===== src/rtl/em_pipe_reg_if.sv =====
// ---------------------------------------------------------------------------
// em_pipe_reg_if
// Bundle of every signal that crosses the Execute -> Memory pipeline register.
//   E_* : values produced by the Execute stage (driven by the core / bench)
//   M_* : registered Memory-stage copies plus the M-stage forwarding tuple
// Modports:
//   master : drives E_*, observes M_* (Execute side / testbench)
//   slave  : consumes E_*, drives M_* (the pipeline register itself)
// CNT_W sizes the debug retired-instruction counter and must match the
// CNT_W of the em_pipe_reg instance it is connected to.
// ---------------------------------------------------------------------------
interface em_pipe_reg_if #(
  parameter int CNT_W = 32
);
  // Execute-stage side
  logic             E_valid;
  logic [31:0]      E_PC;
  logic [31:0]      E_instruction;
  logic [31:0]      E_data_rt;
  logic [31:0]      E_addr_rt;
  logic [31:0]      E_addr_rd;
  logic [31:0]      E_Shift;
  logic [31:0]      E_ALUout;
  logic [1:0]       E_Tnew;
  logic [4:0]       E_RegWreg;
  logic [31:0]      E_RegWD;
  logic             E_RegWrite;

  // Memory-stage side
  logic [31:0]      M_PC;
  logic [31:0]      M_instruction;
  logic [31:0]      M_data_rt;
  logic [31:0]      M_addr_rt;
  logic [31:0]      M_addr_rd;
  logic [31:0]      M_Shift;
  logic [31:0]      M_ALUout;
  logic [1:0]       M_Tnew;
  logic [4:0]       M_RegWreg;
  logic [31:0]      M_RegWD;
  logic             M_RegWrite;
  logic             M_valid;
  logic             M_fwd_ok;
  logic [CNT_W-1:0] M_count;

  modport master (
    output E_valid, E_PC, E_instruction, E_data_rt, E_addr_rt, E_addr_rd,
           E_Shift, E_ALUout, E_Tnew, E_RegWreg, E_RegWD, E_RegWrite,
    input  M_PC, M_instruction, M_data_rt, M_addr_rt, M_addr_rd, M_Shift,
           M_ALUout, M_Tnew, M_RegWreg, M_RegWD, M_RegWrite, M_valid,
           M_fwd_ok, M_count
  );

  modport slave (
    input  E_valid, E_PC, E_instruction, E_data_rt, E_addr_rt, E_addr_rd,
           E_Shift, E_ALUout, E_Tnew, E_RegWreg, E_RegWD, E_RegWrite,
    output M_PC, M_instruction, M_data_rt, M_addr_rt, M_addr_rd, M_Shift,
           M_ALUout, M_Tnew, M_RegWreg, M_RegWD, M_RegWrite, M_valid,
           M_fwd_ok, M_count
  );
endinterface


===== src/rtl/em_pipe_reg.sv =====
// ---------------------------------------------------------------------------
// em_pipe_reg
// Execute -> Memory pipeline register of the 5-stage MIPS core.
// Latches all Execute results, ages Tnew by one stage, and presents the
// M-stage forwarding tuple (M_RegWreg, M_RegWD, M_fwd_ok) to the hazard unit.
// Ports:
//   clk     : rising-edge clock
//   reset_n : asynchronous active-low reset
//   en      : 1 = load from Execute, 0 = hold (stall)
//   flush   : synchronous bubble insertion, overrides en
//   bus     : em_pipe_reg_if.slave (E_* inputs, M_* outputs, M_count)
// Edge priority: reset > flush > hold > load. M_count survives a flush.
// ---------------------------------------------------------------------------
module em_pipe_reg #(
  parameter logic [31:0] RESET_PC = 32'h0000_3000,
  parameter int          CNT_W    = 32
) (
  input  logic          clk,
  input  logic          reset_n,
  input  logic          en,
  input  logic          flush,
  em_pipe_reg_if.slave  bus
);

  // Everything a flush clears lives in one struct so the bubble and the reset
  // value are the same constant.
  typedef struct packed {
    logic [31:0] pc;
    logic [31:0] instruction;
    logic [31:0] data_rt;
    logic [31:0] addr_rt;
    logic [31:0] addr_rd;
    logic [31:0] shift;
    logic [31:0] alu_out;
    logic [31:0] reg_wd;
    logic [1:0]  tnew;
    logic [4:0]  reg_wreg;
    logic        reg_write;
    logic        valid;
  } slot_t;

  // Bubble: a nop (instruction 0) at RESET_PC that writes nothing.
  localparam slot_t SLOT_RESET = '{pc: RESET_PC, default: '0};

  slot_t            slot_q;
  slot_t            slot_d;
  logic [CNT_W-1:0] count_q;

  // Next slot contents for a load.
  // NOTE: slot_d gets a full default before any field is overwritten, so no
  // path through this block leaves it unassigned and no latch is inferred.
  always_comb begin
    slot_d             = SLOT_RESET;
    slot_d.pc          = bus.E_PC;
    slot_d.instruction = bus.E_instruction;
    slot_d.data_rt     = bus.E_data_rt;
    slot_d.addr_rt     = bus.E_addr_rt;
    slot_d.addr_rd     = bus.E_addr_rd;
    slot_d.shift       = bus.E_Shift;
    slot_d.alu_out     = bus.E_ALUout;
    slot_d.reg_wd      = bus.E_RegWD;
    // One stage of aging; a result already available stays at 0 instead of
    // wrapping to 3.
    slot_d.tnew        = (bus.E_Tnew == 2'd0) ? 2'd0 : bus.E_Tnew - 2'd1;
    // Hide the destination when nothing is written so the hazard unit never
    // matches against a stale register number.
    slot_d.reg_wreg    = bus.E_RegWrite ? bus.E_RegWreg : 5'd0;
    // A squashed slot may carry junk fields but must never commit a write.
    slot_d.reg_write   = bus.E_RegWrite & bus.E_valid;
    slot_d.valid       = bus.E_valid;
  end

  // NOTE: state registers use non-blocking assignments so every flop samples
  // the pre-edge values regardless of the order the statements are evaluated.
  always_ff @(posedge clk or negedge reset_n) begin
    if (!reset_n) begin
      slot_q  <= SLOT_RESET;
      count_q <= '0;
    end else if (flush) begin
      // Counter deliberately untouched: it counts loads, not live slots.
      slot_q  <= SLOT_RESET;
    end else if (en) begin
      slot_q  <= slot_d;
      if (bus.E_valid) begin
        count_q <= count_q + CNT_W'(1);
      end
    end
  end

  assign bus.M_PC          = slot_q.pc;
  assign bus.M_instruction = slot_q.instruction;
  assign bus.M_data_rt     = slot_q.data_rt;
  assign bus.M_addr_rt     = slot_q.addr_rt;
  assign bus.M_addr_rd     = slot_q.addr_rd;
  assign bus.M_Shift       = slot_q.shift;
  assign bus.M_ALUout      = slot_q.alu_out;
  assign bus.M_RegWD       = slot_q.reg_wd;
  assign bus.M_Tnew        = slot_q.tnew;
  assign bus.M_RegWreg     = slot_q.reg_wreg;
  assign bus.M_RegWrite    = slot_q.reg_write;
  assign bus.M_valid       = slot_q.valid;
  assign bus.M_count       = count_q;

  // M-stage value may be forwarded only when it is a real, ready write to a
  // register other than $0. Built purely from registered state.
  assign bus.M_fwd_ok = slot_q.reg_write & (slot_q.reg_wreg != 5'd0) &
                        (slot_q.tnew == 2'd0) & slot_q.valid;

endmodule


===== src/flat_wrapper.sv =====
// flat-port wrapper written by rule: the top's interface ports become plain ports
module em_pipe_reg_flat 
#(
  parameter logic [31:0] RESET_PC = 32'h0000_3000,
  parameter int          CNT_W    = 32
)
  (clk, reset_n, en, flush, bus_E_valid, bus_E_PC, bus_E_instruction, bus_E_data_rt, bus_E_addr_rt, bus_E_addr_rd, bus_E_Shift, bus_E_ALUout, bus_E_Tnew, bus_E_RegWreg, bus_E_RegWD, bus_E_RegWrite, bus_M_PC, bus_M_instruction, bus_M_data_rt, bus_M_addr_rt, bus_M_addr_rd, bus_M_Shift, bus_M_ALUout, bus_M_Tnew, bus_M_RegWreg, bus_M_RegWD, bus_M_RegWrite, bus_M_valid, bus_M_fwd_ok, bus_M_count);
  em_pipe_reg_if #(.CNT_W(CNT_W)) bus_i ();
  input  logic clk;
  input  logic reset_n;
  input  logic en;
  input  logic flush;
  input wire logic [$bits(bus_i.E_valid)-1:0] bus_E_valid;
  input wire logic [$bits(bus_i.E_PC)-1:0] bus_E_PC;
  input wire logic [$bits(bus_i.E_instruction)-1:0] bus_E_instruction;
  input wire logic [$bits(bus_i.E_data_rt)-1:0] bus_E_data_rt;
  input wire logic [$bits(bus_i.E_addr_rt)-1:0] bus_E_addr_rt;
  input wire logic [$bits(bus_i.E_addr_rd)-1:0] bus_E_addr_rd;
  input wire logic [$bits(bus_i.E_Shift)-1:0] bus_E_Shift;
  input wire logic [$bits(bus_i.E_ALUout)-1:0] bus_E_ALUout;
  input wire logic [$bits(bus_i.E_Tnew)-1:0] bus_E_Tnew;
  input wire logic [$bits(bus_i.E_RegWreg)-1:0] bus_E_RegWreg;
  input wire logic [$bits(bus_i.E_RegWD)-1:0] bus_E_RegWD;
  input wire logic [$bits(bus_i.E_RegWrite)-1:0] bus_E_RegWrite;
  output wire logic [$bits(bus_i.M_PC)-1:0] bus_M_PC;
  output wire logic [$bits(bus_i.M_instruction)-1:0] bus_M_instruction;
  output wire logic [$bits(bus_i.M_data_rt)-1:0] bus_M_data_rt;
  output wire logic [$bits(bus_i.M_addr_rt)-1:0] bus_M_addr_rt;
  output wire logic [$bits(bus_i.M_addr_rd)-1:0] bus_M_addr_rd;
  output wire logic [$bits(bus_i.M_Shift)-1:0] bus_M_Shift;
  output wire logic [$bits(bus_i.M_ALUout)-1:0] bus_M_ALUout;
  output wire logic [$bits(bus_i.M_Tnew)-1:0] bus_M_Tnew;
  output wire logic [$bits(bus_i.M_RegWreg)-1:0] bus_M_RegWreg;
  output wire logic [$bits(bus_i.M_RegWD)-1:0] bus_M_RegWD;
  output wire logic [$bits(bus_i.M_RegWrite)-1:0] bus_M_RegWrite;
  output wire logic [$bits(bus_i.M_valid)-1:0] bus_M_valid;
  output wire logic [$bits(bus_i.M_fwd_ok)-1:0] bus_M_fwd_ok;
  output wire logic [$bits(bus_i.M_count)-1:0] bus_M_count;
  assign bus_i.E_valid = bus_E_valid;
  assign bus_i.E_PC = bus_E_PC;
  assign bus_i.E_instruction = bus_E_instruction;
  assign bus_i.E_data_rt = bus_E_data_rt;
  assign bus_i.E_addr_rt = bus_E_addr_rt;
  assign bus_i.E_addr_rd = bus_E_addr_rd;
  assign bus_i.E_Shift = bus_E_Shift;
  assign bus_i.E_ALUout = bus_E_ALUout;
  assign bus_i.E_Tnew = bus_E_Tnew;
  assign bus_i.E_RegWreg = bus_E_RegWreg;
  assign bus_i.E_RegWD = bus_E_RegWD;
  assign bus_i.E_RegWrite = bus_E_RegWrite;
  assign bus_M_PC = bus_i.M_PC;
  assign bus_M_instruction = bus_i.M_instruction;
  assign bus_M_data_rt = bus_i.M_data_rt;
  assign bus_M_addr_rt = bus_i.M_addr_rt;
  assign bus_M_addr_rd = bus_i.M_addr_rd;
  assign bus_M_Shift = bus_i.M_Shift;
  assign bus_M_ALUout = bus_i.M_ALUout;
  assign bus_M_Tnew = bus_i.M_Tnew;
  assign bus_M_RegWreg = bus_i.M_RegWreg;
  assign bus_M_RegWD = bus_i.M_RegWD;
  assign bus_M_RegWrite = bus_i.M_RegWrite;
  assign bus_M_valid = bus_i.M_valid;
  assign bus_M_fwd_ok = bus_i.M_fwd_ok;
  assign bus_M_count = bus_i.M_count;
  em_pipe_reg #(.RESET_PC(RESET_PC), .CNT_W(CNT_W)) u_core (.clk(clk), .reset_n(reset_n), .en(en), .flush(flush), .bus(bus_i));
endmodule

===== config.mk =====
export PLATFORM = sky130hd
export DESIGN_NAME = em_pipe_reg_flat
export DESIGN_NICKNAME = d
export VERILOG_FILES = /design/src/rtl/em_pipe_reg_if.sv /design/src/rtl/em_pipe_reg.sv /design/src/flat_wrapper.sv
export SDC_FILE = /design/constraint.sdc
export NUM_CORES = 1
export LEC_CHECK = 0
export ABC_AREA = 1
export ABC_CLOCK_PERIOD_IN_PS = 2250
export BUFFER_PORTS_ARGS = -buffer_cell sky130_fd_sc_hd__buf_2
export CORE_AREA = 3 3 217 219
export CTS_BUF_LIST = sky130_fd_sc_hd__clkbuf_4 sky130_fd_sc_hd__clkbuf_8
export DETAILED_ROUTE_END_ITERATION = 7
export DIE_AREA = 0 0 220 222
export PLACE_DENSITY = 0.58
export SLEW_MARGIN = 20
export SYNTH_ARGS = -nofsm -noshare
export SYNTH_HDL_FRONTEND = slang
export SYNTH_SLANG_ARGS = --single-unit
export TNS_END_PERCENT = 5

===== constraint.sdc =====
create_clock -name clk -period 2.25 [get_ports clk]
set_input_delay 0.225 -clock clk [delete_from_list [all_inputs] [get_ports clk]]
set_output_delay 0.225 -clock clk [all_outputs]
set_load 0.01 [all_outputs]

== Word-level counts from Yosys, hierarchy flattened ==
Index checks and enable logic that the tools add are counted.

* Flip-flop bits (word level): 297
* Latch bits: 0
* Bits in writable memories: 0
* Bits in read-only memories: 0
* Output and inout port bits: 298
* Memories kept: 0

* $add $sub $neg: 2
* $mul: 0
* Divide/modulo/power cells: 0
* Order comparisons: 0
* Equality and inequality tests: 0
* Shifts and indexed selects: 0
* Muxes and demuxes: 4
* Bitwise logic cells: 5
* Reductions and logical operators: 5

{| class="wikitable"
|+ Operators by type and width
! operator !! number
|-
| $mux W265 || 2
|-
| $add A32 B1 Y32 const B || 1
|-
| $mux W5 || 1
|-
| $reduce_bool A5 Y1 || 1
|-
| $and A1 B1 Y1 || 4
|-
| $logic_not A2 Y1 || 2
|-
| $reduce_and A3 Y1 || 1
|-
| $mux W2 || 1
|-
| $reduce_bool A2 Y1 || 1
|-
| $sub A2 B1 Y2 const B || 1
|-
| $not A1 Y1 || 1
|}

== Logic depth before layout (Yosys ltp) ==
* Word-level depth: 4
* Depth in mapped cells: 9
* Mapped depth without buffers: 9

== Worst setup path before layout ==
No wires, ideal clock.

* Kind: register to register
* Start: reg u_core.count_q[0], in the netlist u_core.bus.M_count[0]
* End: reg u_core.count_q[20], in the netlist u_core.bus.M_count[20]
* Arrival: 1.325 ns
* Required time: 2.123 ns
* Slack: 0.798 ns
* Stages on the path, launching flop included: 8
* Cells stage by stage: dfrtp_1 ha_1 inv_1 nor2_2 nand3_2 nor2_4 nand2_1 xnor2_1

* Cells in the longest elaborated chain, start to end: 1

{| class="wikitable"
|+ RTL lines
! item !! RTL line !! source
|-
| from (decl) || em_pipe_reg.sv:47 || <nowiki>logic [CNT_W-1:0] count_q;</nowiki>
|-
| from (signal assigned) || em_pipe_reg.sv:85 || <nowiki>count_q <= count_q + CNT_W'(1);</nowiki>
|-
| $add A32 B1 Y32 || em_pipe_reg.sv:85 ||
|}

Every way passes these cells.
A chain may end at the register's enable or synchronous reset.

== Worst setup path after layout ==
* Start: in flush
* End: reg u_core.slot_q, in the netlist u_core.bus.M_RegWreg[2]

* Cells in the longest elaborated chain, start to end: 1

{| class="wikitable"
|+ RTL lines
! item !! RTL line !! source
|-
| from (decl) || flat_wrapper.sv:12 || <nowiki>input logic flush;</nowiki>
|-
| $mux W265 / $reduce_bool A2 Y1 (equally long branches) || - ||
|-
| to (signal assigned) || em_pipe_reg.sv:83 || <nowiki>slot_q <= slot_d;</nowiki>
|-
| to (decl) || em_pipe_reg.sv:45 || <nowiki>slot_t slot_q;</nowiki>
|}

Several ways; a longest one is shown, not always the timed one.

==> results_dict.tcl <==
set metrics [dict create \
    status "complete, no violations" \
    end_kind "flop" \
    cts_tree "built" \
    clk_latency_ns 0.59 \
    h-tree-depth 2 \
    final_common_cell "buf_2" \
    setup_violations 0 \
    worst_pin_slew_ns 0.614 \
    r2r_cells 7 \
    syn_avg_cell_area_um2 13.3 \
    synthAdderAreaFrac_pct 0.113 \
    ys_seq_elements 297 \
    fmax_mhz 537 \
    synth_area_leaders "dfrtp_1 67%, a22o_1 20%, nand2_1 2.2%" \
    rsz0062_at_grt "no" \
    drt_wl_total_um 40600 \
    area_delta_synth_final_pct 68.4 \
    cts_resized 0 \
    nets 1962 \
    wl_per_cell_um 17.4 \
    dr.pass1.iters 4 \
    synth_top_family_by_area "compound AO/OA/AOI/OAI gates" \
    cts_root_buf "clkbuf_8" \
    gp_congestion 0.852 \
    timing.critical_path.from_type "input pin" \
    synth_edf_count 0 \
    synth-simple-area-share_pct 6.13 \
    holdBufCountCts 273 \
    drv_slew 0 \
    p_per_area_nw_per_um2 706 \
    grt_pass1_wl_um 62100 \
    synthMuxAreaShare_pct 0 \
    peakVddDrop_mv 0.452 \
    rows 78 \
    ys_seq_area_share_pct 67.2 \
    synth_xor_area_share_pct 1.74 \
    core_area_um2 45300 \
    synth_area_um2 11100 \
    yosysWarnings 0 \
    static-leakage-power_nw 9.88 \
    hp-class "in -> reg" \
    crit_arrival_ns 2.37 \
    critPathMaxFanout 105 \
    grt_pass1_vias 11200 \
    synth_compound_area_share_pct 20.9 \
    drive_gt1_share_pct 40.4 \
    antenna_found_initial 1 \
    finalCritPeriodShare_pct 82.8 \
    drc 0 \
    finClkSkew_ns 0.00621 \
    fin_util_pct 41.1 \
    maxCapViolCount 0 \
    cts_buffer_depth 3 \
    numCtsBuffers 51 \
    period_minus_slack_ns 1.86 \
    io_pins 567 \
    vias 10500 \
    track_usage_pct 15.9 \
    die_y_um 222 \
    clkTransAtPathRegs_ns 0.06 \
    worstPathRequired_ns 2.76 \
    dpl.hpwl_um 27100 \
    grt_max_degree 106 \
    synthCells 831 \
    finalHoldViolCount 0 \
    antenna_left 0 \
    post_cts_buffers 0 \
    synthArstFlopShare_pct 100 \
    dieArea_um2 48800 \
    die_w_um 220 \
    yosys.area.top_type_share_pct 66.7 \
    vias_per_cell 4.49 \
    fin_setup_tns_ns 0 \
    yosysUniqueCellTypes 26 \
    clock-sinks 297 \
    slew_headroom_pct 59.1 \
    nFillCells 4217 \
    start_util_pct 24.4 \
    synth_nets 1101 \
    drt_iter0_drc 708 \
    hold_depth 5 \
    gr-total-overflow 0 \
    synth_largest_area_cell "dfrtp_1" \
    layout_common_cells "565 x buf_2, 295 x dfrtp_1, 273 x dlygate4sd3_1, 254 x a22o_1, 65 x nand2_1" \
    ys.flop_type "dfrtp_1" \
    portBuffers 566 \
    path_class "in -> reg" \
]
==> power breakdown <==
group	switching (W)	leakage [nW]	total, W	internal [W]
clock	0.00221	0.600	0.00547	0.00326
sequential	0.000212	3.94	0.00586	0.00565
combinational	0.000876	5.34	0.00183	0.000957
total	0.00330	9.88	0.0132	0.00986
==> through the flow <==
stage          power, W  cells  setup WS (ns)  hold slack (ns)  instance area [um^2]
2_1_floorplan   0.00649    831          0.798          -0.0706                 11100
3_3_place_gp    0.00738   1966          0.690            0.252                 14700
3_5_place_dp    0.00740   1966          0.678            0.245                 14700
4_1_cts          0.0133   2329          0.299           0.0574                 18600
5_1_grt          0.0138   2330          0.178            0.102                 18600
6_report         0.0132   2331          0.388            0.125                 18600
==> layout make-up <==
class | count | area [um^2] | share of cell area [%]
Timing Repair Buffer | 866 | 5930 | 31.8
Tap cell | 600 | 751 | 4.03
Multi-Input combinational cell | 435 | 3210 | 17.2
Inverter | 41 | 154 | 0.826
Antenna cell | 2 | 5.00 | 0.0269
Sequential cell | 297 | 7430 | 39.9
Clock inverter | 14 | 203 | 1.09
Clock buffer | 76 | 946 | 5.08
==> flip-flops by register name, summed over array words and instances, names as in the netlist <==
register,cells
u_core.bus.M_instruction,32
u_core.bus.M_Tnew,2
u_core.bus.M_Shift,32
u_core.bus.M_data_rt,32
u_core.bus.M_count,32
u_core.bus.M_ALUout,32
u_core.bus.M_addr_rd,32
u_core.bus.M_addr_rt,32
u_core.bus.M_PC,32
u_core.bus.M_RegWreg,5
u_core.bus.M_valid,1
u_core.bus.M_RegWD,32
u_core.bus.M_RegWrite,1
==> synthesized netlist by cell type, types with 3 or more instances <==
cell type and instances:
nand4_1 12, a32o_1 4, xor2_1 7, buf_2 39
o21ai_0 5, nor2_1 31, buf_1 10, nand2_1 65
a22o_1 254, xnor2_1 15, nor3_1 4, nor2_2 5
inv_1 41, clkbuf_1 7, dfrtp_1 295, nor2_4 3
nand3_1 20
==> per-layer routing <==
| layer | vias up | routed length, um | global-route usage, % |
|---|---|---|---|
| met1 | 5088 | 16000 | 18.6 |
| met3 | 112 | 3070 | 4.21 |
| met5 | - | 0 | 0 |
| met2 | 477 | 19900 | 27.1 |
| met4 | 0 | 1690 | 7.40 |
| li1 | 4778 | - | - |
==> logic make-up after synthesis <==
logic type / Yosys count
buffers and inverters: 99
AOI/OAI and AO/OA: 266
and+or+nand+nor: 146
xor gates and xnor gates: 22
DFF: 297
adders and majority gates: 1
==> worst max-delay path, cell delays in order <==
cell,delay (ns)
dlygate4sd3_1,0.53
buf_2,0.17
nor2_4,0.18
buf_12,0.34
nand3_1,0.14
dlygate4sd3_1,0.60
o21ai_0,0.07
==> path summary, 6_finish.rpt <==
kind                                                            to  slack (ns)                                  from
min in group asynchronous  u_core.bus.M_instruction[9]$_DFFE_PN0P_        0.24                               reset_n
max                            u_core.bus.M_RegWreg[2]$_DFFE_PN0P_        0.39                                 flush
max in group asynchronous       u_core.bus.M_Shift[17]$_DFFE_PN0P_        1.18                               reset_n
min reg2reg                   u_core.bus.M_addr_rt[12]$_DFFE_PN0P_        0.50  u_core.bus.M_addr_rt[12]$_DFFE_PN0P_
min                              u_core.bus.M_count[1]$_DFFE_PN0P_        0.13                                    en
max reg2reg                     u_core.bus.M_count[20]$_DFFE_PN0P_        0.70     u_core.bus.M_count[0]$_DFFE_PN0P_
No activity file was read; power rests on OpenSTA's default activity.
